File: src/rtl/keypad_fifo_scanner.sv
// keypad_fifo_scanner: 4x4 keypad scanner with debounce, key encoder and a small key-code FIFO.
//   clk, rst      : clock, asynchronous active-high reset
//   rowwrite[3:0] : one-hot active-low row drive
//   colread[3:0]  : active-low column sense
//   ack           : consume request, acted on at its rising edge
//   statusordata  : 1 = status word, 0 = head key code on keyout
//   keyout[15:0]  : combinational read word
module keypad_fifo_scanner #(
  parameter int SCAN_DIV = 50000,
  parameter int DEBOUNCE_SCANS = 4,
  parameter int DEPTH = 4
) (
  input  logic        clk,
  input  logic        rst,
  output logic [3:0]  rowwrite,
  input  logic [3:0]  colread,
  input  logic        ack,
  input  logic        statusordata,
  output logic [15:0] keyout
);
  localparam int DW = $clog2(SCAN_DIV);
  localparam int BW = $clog2(DEBOUNCE_SCANS + 1);
  localparam int AW = $clog2(DEPTH);
  localparam logic [AW:0] FULL_N = DEPTH[AW:0];
  typedef enum logic [1:0] {IDLE, CONFIRM, HELD, RELEASE} state_t;
  logic [3:0] col_m, col_s, closed, code, code_n, cand, cand_n;
  logic [1:0] r, c, hits, hits_n;
  logic [2:0] n;
  logic [DW-1:0] dwell;
  logic last, scan_done, single;
  state_t state, state_n;
  logic [BW-1:0] cnt, cnt_n;
  logic push, pop, wr, full, ack_d, overflow;
  logic [3:0] mem [DEPTH];
  logic [AW-1:0] head, tail;
  logic [AW:0] count;
  assign rowwrite = ~(4'b1 << r);
  assign closed = ~col_s;
  assign n = 3'(closed[0]) + 3'(closed[1]) + 3'(closed[2]) + 3'(closed[3]);
  assign c = closed[0] ? 2'd0 : closed[1] ? 2'd1 : closed[2] ? 2'd2 : 2'd3;
  assign last = dwell == DW'(SCAN_DIV - 1);
  assign scan_done = last && r == 2'd3;
  // contacts seen so far this scan, saturating at 2 (ghost)
  assign hits_n = (3'(hits) + n >= 3'd2) ? 2'd2 : 2'(3'(hits) + n);
  assign code_n = n == 3'd1 ? {r, c} : code;
  assign single = hits_n == 2'd1;
  always_ff @(posedge clk or posedge rst)
    if (rst) begin
      col_m <= 4'hF;
      col_s <= 4'hF;
      r <= 2'd0;
      dwell <= '0;
      hits <= 2'd0;
      code <= 4'd0;
    end else begin
      col_m <= colread;
      col_s <= col_m;
      if (last) begin
        dwell <= '0;
        r <= r + 2'd1;
        hits <= scan_done ? 2'd0 : hits_n;
        code <= code_n;
      end else dwell <= dwell + 1'b1;
    end
  always_comb begin
    state_n = state;
    cand_n = cand;
    cnt_n = cnt;
    push = 1'b0;
    if (scan_done) begin
      if (state == IDLE || state == CONFIRM) begin
        if (!single) state_n = IDLE;
        else begin
          cnt_n = (state == CONFIRM && code_n == cand) ? cnt + 1'b1 : BW'(1);
          cand_n = code_n;
          push = cnt_n == BW'(DEBOUNCE_SCANS);
          state_n = push ? HELD : CONFIRM;
        end
      end else begin
        if (single) state_n = HELD;
        else begin
          cnt_n = state == RELEASE ? cnt + 1'b1 : BW'(1);
          state_n = cnt_n == BW'(DEBOUNCE_SCANS) ? IDLE : RELEASE;
        end
      end
    end
  end
  always_ff @(posedge clk or posedge rst)
    if (rst) begin
      state <= IDLE;
      cand <= 4'd0;
      cnt <= '0;
    end else begin
      state <= state_n;
      cand <= cand_n;
      cnt <= cnt_n;
    end
  assign full = count == FULL_N;
  assign pop = ack && !ack_d && |count;
  // a pop in the same cycle frees the slot a full-FIFO push needs
  assign wr = push && (!full || pop);
  always_ff @(posedge clk)
    if (wr) mem[tail] <= code_n;
  always_ff @(posedge clk or posedge rst)
    if (rst) begin
      head <= '0;
      tail <= '0;
      count <= '0;
      ack_d <= 1'b0;
      overflow <= 1'b0;
    end else begin
      ack_d <= ack;
      if (wr) tail <= tail + 1'b1;
      if (pop) head <= head + 1'b1;
      count <= count + {{AW{1'b0}}, wr} - {{AW{1'b0}}, pop};
      overflow <= pop ? 1'b0 : (push && full) ? 1'b1 : overflow;
    end
  assign keyout = statusordata ? {14'b0, overflow, |count} : |count ? {12'b0, mem[head]} : 16'h0000;
endmodule

File: config.mk
export PLATFORM = sky130hd
export DESIGN_NAME = keypad_fifo_scanner
export DESIGN_NICKNAME = d
export VERILOG_FILES = /design/src/rtl/keypad_fifo_scanner.sv
export SDC_FILE = /design/constraint.sdc
export NUM_CORES = 1
export LEC_CHECK = 0
export BUFFER_PORTS_ARGS = -buffer_cell sky130_fd_sc_hd__clkbuf_2
export CAP_MARGIN = 20
export CORE_MARGIN = 4
export CORE_UTILIZATION = 50
export CTS_CLUSTER_DIAMETER = 40
export DETAILED_ROUTE_END_ITERATION = 7
export PLACE_DENSITY = 0.76
export SYNTH_ARGS = -nofsm -noshare
export SYNTH_HDL_FRONTEND = slang
export SYNTH_SLANG_ARGS = --single-unit
export TNS_END_PERCENT = 100
File: constraint.sdc
create_clock -name clk -period 4 [get_ports clk]
set_clock_uncertainty 0.2 [all_clocks]
set_input_delay 0.2 -clock clk [delete_from_list [all_inputs] [get_ports clk]]
set_output_delay 0.2 -clock clk [all_outputs]
set_load 0.01 [all_outputs]
**Yosys cells after proc, flatten, opt, wreduce, memory -nomap -nowiden**

Memories as Yosys holds them, arrays and structs flattened.
Index checks and enable logic that the tools add are counted.

- Add/sub/neg operators: 11
- $lt $le $gt $ge: 1
- Eq/ne operators: 12
- Shift-type cells: 1
- Muxes and demuxes: 26
- Bitwise gates (word level): 2
- Reduce and logical (&&, ||, !) cells: 15

Operator list:

| kind | number |
|---|---|
| 2-bit two-way mux | 9 |
| 16-bit by 1-bit adder with 16-bit output (second input constant) | 1 |
| 16-bit equality test (second input constant) | 1 |
| 16-bit two-way mux | 1 |
| 3-bit two-way mux | 5 |
| 4-bit two-way mux | 3 |
| 3-bit equality test (second input constant) | 3 |
| 1-bit two-way mux | 8 |
| 4-bit NOT | 2 |
| 2-bit by 1-bit adder with 2-bit output (second input constant) | 3 |
| 3-bit by 1-bit adder with 3-bit output | 2 |
| 1-bit logical AND | 6 |
| 3-bit AND reduction | 2 |
| 2-bit by 1-bit equality test with 1-bit output (second input constant) | 2 |
| 2-bit equality test (second input constant) | 2 |
| 4-bit equality test | 1 |
| 1-bit by 2-bit << shifter with 4-bit output (first input constant) | 1 |
| 2-bit by 1-bit adder with 3-bit output | 1 |
| 2-bit by 3-bit adder with 3-bit output | 1 |
| 3-bit by 1-bit adder with 3-bit output (second input constant) | 1 |
| 3-bit by 1-bit equality test with 1-bit output (second input constant) | 1 |
| 3-bit by 2-bit >= comparator with 1-bit output (second input constant) | 1 |
| 3-bit OR reduction | 1 |
| 3-bit by 1-bit subtractor with 3-bit output | 1 |
| 7 further kinds | 9 |

- Register bits after elaboration: 50
- Memory bits (writable): 16
- Input bits: 8
- Output and inout port bits: 20
- Word-level logic and storage cells: 83
- Memories kept: 1

Memory list:

| name | depth | bits a word | rd ports | clocked after Yosys merged registers in | wr ports | line | source |
|---|---|---|---|---|---|---|---|
| mem | 4 | 4 | 1 | 0 | 1 | 34 | `logic [3:0] mem [DEPTH];` |

**Longest topological paths before layout**

- Depth after elaboration: 16
- Mapped depth: 14
- Depth with buffers taken out: 13

**Least setup slack after synthesis**

No wires, ideal clock.

- Path type: reg2reg
- Start: register col_s[0]
- End: register count[2]
- Library setup time: 80 ps
- Arrival time: 4049 ps
- Data required time: 3720 ps
- Slack: -329 ps
- Stages on the path, launching flop included: 15
- Cell sequence: dfstp_2 > inv_1 > fa_1 > ha_1 > ha_1 > nor3b_4 > mux2i_1 > xnor2_1 > or4_1 > buf_2 > nor4_4 > ha_1 > fa_1 > xor2_1 > xnor2_1

- Longest elaborated chain between the ends: 16
- Elaborated cells between the ends (all ways): 21
- Classes of those cells: 6 x add/sub; 1 x order compare; 4 x eq/ne; 7 x mux; 1 x bitwise; 2 x reduce/logical

RTL lines:

| element | line | source |
|---|---|---|
| from (decl) | 26 | `logic [3:0] col_m, col_s, closed, code, code_n, cand, cand_n;` |
| from (signal assigned) | 57 | `col_s <= col_m;` |
| 4-bit NOT * | 38 | `assign closed = ~col_s;` |
| parallel branches: the longest is 9 deep, another holds 2-bit by 1-bit adder with 3-bit output | n/a |  |
| 1-bit two-way mux * | 72 | `if (!single) state_n = IDLE;` |
| 1-bit two-way mux * | 71 | `if (state == IDLE \|\| state == CONFIRM) begin` |
| 1-bit two-way mux * | 70 | `if (scan_done) begin` |
| 1-bit logical AND * | 101 | `assign wr = push && (!full \|\| pop);` |
| 3-bit by 1-bit adder with 3-bit output * | 115 | `count <= count + {{AW{1'b0}}, wr} - {{AW{1'b0}}, pop};` |
| 3-bit by 1-bit subtractor with 3-bit output * | 115 |  |
| to (signal assigned) | 115 |  |
| to (decl) | 36 | `logic [AW:0] count;` |

Mark *: on every way between the ends.
A chain may end at the register's enable or synchronous reset.

**Worst setup path after layout**

- Start: register col_s[0]
- End: register overflow

- Longest elaborated chain between the ends: 15
- Elaborated cells between the ends (all ways): 20
- Classes of those cells: 4 x add/sub; 1 x order compare; 4 x eq/ne; 7 x mux; 1 x bitwise; 3 x reduce/logical

RTL lines:

| element | line | source |
|---|---|---|
| 4-bit NOT * | 38 |  |
| parallel branches: the longest is 9 deep, another holds 2-bit by 1-bit adder with 3-bit output | n/a |  |
| 1-bit two-way mux * | 72 |  |
| 1-bit two-way mux * | 71 |  |
| 1-bit two-way mux * | 70 |  |
| 1-bit logical AND * | 116 | `overflow <= pop ? 1'b0 : (push && full) ? 1'b1 : overflow;` |
| 2-bit nonzero test (no source line) * | n/a |  |
| to (signal assigned) | 116 |  |
| to (decl) | 33 | `logic push, pop, wr, full, ack_d, overflow;` |

Marks and branches as above.

==> results.md <==
- Status: complete, no violations
- Die Y: 89.0 µm
- Placer Congestion: 0.847
- Hold crit path type: reg2reg
- Post-synth cell types: 50
- Clock sinks: 66
- Sequential fraction of the synthesis area: 53.2%
- Synth Instances: 286
- Avg WL per Cell: 13.8 µm
- Crit share post-route: 99.0%
- Share of flip-flops with an asynchronous set or reset: 75.8%
- Drt total wl: 5650 µm
- Die area: 7910 µm²
- First-pass iteration count of the detailed router: 4
- Clk buf depth: 2
- Setup tns final: 0 ps
- Endpoint type of the worst setup path: flip-flop
- Max Cap Violations: 0
- Crit Path Class: reg2reg
- CP required: 4070 ps
- Antenna cells: 0
- Largest net degree at the start of global routing: 51
- Lkg Pwr: 1.74 nW
- Detail-routed via count per cell: 5.14
- Period minus WS final: 3960 ps
- Total of fill cells in the finished design: 512
- Detail Route Antenna Nets: 0
- GRT Residual Overflow: 0
- Syn Std Cell Area: 3280 µm²
- Row count: 29
- Crit start category: flip-flop
- First-pass GRT wire length: 9500 µm
- F_max: 0.252 GHz
- Hold Vio Cnt, Final: 0
- RSZ-0062 raised after global routing: yes
- # port buffers: 15
- Vias in the first global route: 2095
- # IOs: 28
- Root Buffer: clkbuf_8
- Clock latency on the worst-skew pair: 340 ps
- Fin nets: 354
- H-Tree Level Count: 3
- Rel. slew slack: 48.2%
- Post-synth EDFFs: 16
- Post-route DRC: 0
- Final setup fails: 0
- DRT iter0 DRCs: 110
- Final core occ: 60.6%
- Dpl hpwl: 3870 µm
- TritonCTS buffer count: 9
- Total core area: 6350 µm²
- Slew Limit Fails: 0
- Main synth FF type: dfrtp_1
- Pwr per Cell Area: 402 nW/µm²
- Synth warn: 0
- Routed via count: 2104
- Peak VDD IR: 279 µV
- Initial antenna violation count: 0
- Starting Density: 51.6%
- Arr. time, crit path: 4030 ps
- Ratio of cells with drive above 1 in the final layout: 24.4%
- Seq cells post-synth: 66
- Multi-input logic area: 1430 µm²
- Worst-path fanout max: 7
- Reg area: 1740 µm²
- Worst slew pin tran: 776 ps
- CTS tree: done
- Mean post-synth cell area: 11.5 µm²
- Die Wd: 89.0 µm
- Worst-path clk slew: 70 ps
- Layout area overhead: 17.3%
- Tot GR Track Use: 16.0%
## synth_stat cells (2+ instances only)
| cell | count | area [µm²] |
|---|---|---|
| nor3_1 | 8 | 40.0 |
| xnor2_1 | 11 | 96.3 |
| or4b_2 | 2 | 20.0 |
| fa_1 | 3 | 60.1 |
| nand3_1 | 9 | 45.0 |
| inv_1 | 26 | 97.6 |
| nand4_1 | 2 | 12.5 |
| a21oi_1 | 9 | 45.0 |
| nand2b_1 | 2 | 12.5 |
| edfxtp_1 | 16 | 480 |
| and4_1 | 3 | 26.3 |
| clkbuf_1 | 4 | 15.0 |
| o21ai_0 | 13 | 65.1 |
| mux4_2 | 4 | 90.1 |
| mux2i_1 | 3 | 30.0 |
| nor3b_1 | 2 | 15.0 |
| nor2b_1 | 3 | 18.8 |
| dfstp_2 | 8 | 210 |
| nor2_1 | 20 | 75.1 |
| and3_1 | 2 | 12.5 |
| nand2_1 | 20 | 75.1 |
| nor4b_1 | 2 | 17.5 |
| xor2_1 | 11 | 96.3 |
| a2111oi_0 | 2 | 17.5 |
| dfrtp_1 | 42 | 1050 |
| buf_4 | 12 | 90.1 |
| or4_1 | 2 | 15.0 |
| ha_1 | 16 | 200 |
| and2_1 | 8 | 50.1 |
## metrics by stage
stage	setup WS (ps)	power [W]	instances	hold slack (ps)	cell area, µm²
2_1_floorplan	-137	0.000932	297	4.48	3340
3_3_place_gp	94.5	0.000964	380	88.2	3470
5_1_grt	-187	0.00162	409	158	3840
3_5_place_dp	-58.1	0.000976	380	88.9	3470
4_1_cts	6.58	0.00156	403	150	3750
6_report	38.5	0.00155	409	150	3840
## routing by layer
| layer | up-vias | routed length [µm] | GRT usage (%) |
|---|---|---|---|
| met5 | - | 0 | 0 |
| met4 | 0 | 148 | 7.71 |
| met3 | 14 | 279 | 4.98 |
| met2 | 40 | 2840 | 26.7 |
| met1 | 1013 | 2380 | 18.8 |
| li1 | 1037 | - | - |
## cell usage in the layout (no fill, tap or decap), types with 2 or more instances in the layout
cell type	synthesis	routed
dfrtp_1	42	42
inv_1	26	24
nand2_1	20	20
nor2_1	20	20
edfxtp_1	16	16
clkbuf_2	0	15
o21ai_0	13	13
ha_1	16	13
conb_1	1	12
clkbuf_8	0	12
buf_4	12	12
xnor2_1	11	11
xor2_1	11	11
nand3_1	9	8
a21oi_1	9	8
nor3_1	8	8
dfstp_2	8	8
dlygate4sd3_1	0	6
mux4_2	4	4
and2_1	8	4
and2_4	0	4
and4_1	3	3
nor2b_1	3	3
fa_1	3	3
or4b_2	2	2
nor4_4	1	2
mux2i_2	0	2
and3_1	2	2
nand4_1	2	2
nand2b_1	2	2
a2111oi_0	2	2
nor4b_1	2	2
or4_4	0	2
inv_2	0	2
ha_2	0	2
clkbuf_1	4	2
buf_6	0	2
## path summary, 6_finish.rpt
path	from	end	slack, ps	cells after the start
worst max-delay path	col_s[0]	overflow	40	12
worst min-delay path	col_m[3]	col_s[3]	150	0
worst max register to register	col_s[0]	overflow	40	12
worst min register to register	col_m[3]	col_s[3]	150	0
max in group asynchronous	rst	col_s[2]	2870	4
min in group asynchronous	rst	r[1]	170	3
## what timing repair did
item / 4_1_cts / 5_1_grt
setup endpoints to repair: 18 / 20
endpoints found under the hold margin: 47 / 0
hold buffers: 6 / 0
gates resized for setup: 1 / 16
buffers inserted: 1 / 5
pin swaps: 1 / 2
## layout make-up
type | instances | share of cell area (%)
Sequential cell | 66 | 45.3
Multi-Input combinational cell | 188 | 37.3
Timing Repair Buffer | 36 | 6.96
Clock buffer | 14 | 4.49
Inverter | 26 | 2.54
Tap cell | 77 | 2.51
Clock inverter | 2 | 0.911
## state kept, by name, indices dropped and copies added (netlist names)
name      cells
ack_d         1
cand          4
col_s         4
count         3
code          4
col_m         4
cnt           3
overflow      1
state         2
mem          16
dwell        16
r             2
head          2
tail          2
hits          2
## critical path, cell delays in order, from the launching register on
cell and delay (ps):
dfstp_2 570, inv_2 50, fa_1 540, ha_2 180, ha_4 210, nor3b_4 340
mux2i_2 290, xnor2_1 90, or4_4 500, buf_4 160, buf_6 120, or4_4 530
a21oi_2 130
## cell families after synthesis
logic type | share of synthesized area (%)
compound gates | 5.65
xor+xnor | 5.88
fa+ha+maj | 7.94
buf+inv | 6.34
flops | 53.2
mux | 4.47
other cells | 0.114
simple gates | 16.5
## report_power, final
part	switching (W)	internal, W
clock	0.000235	0.000338
sequential	0.0000418	0.000725
combinational	0.000103	0.000101
Note: power is estimated with default switching activity, not from simulation.
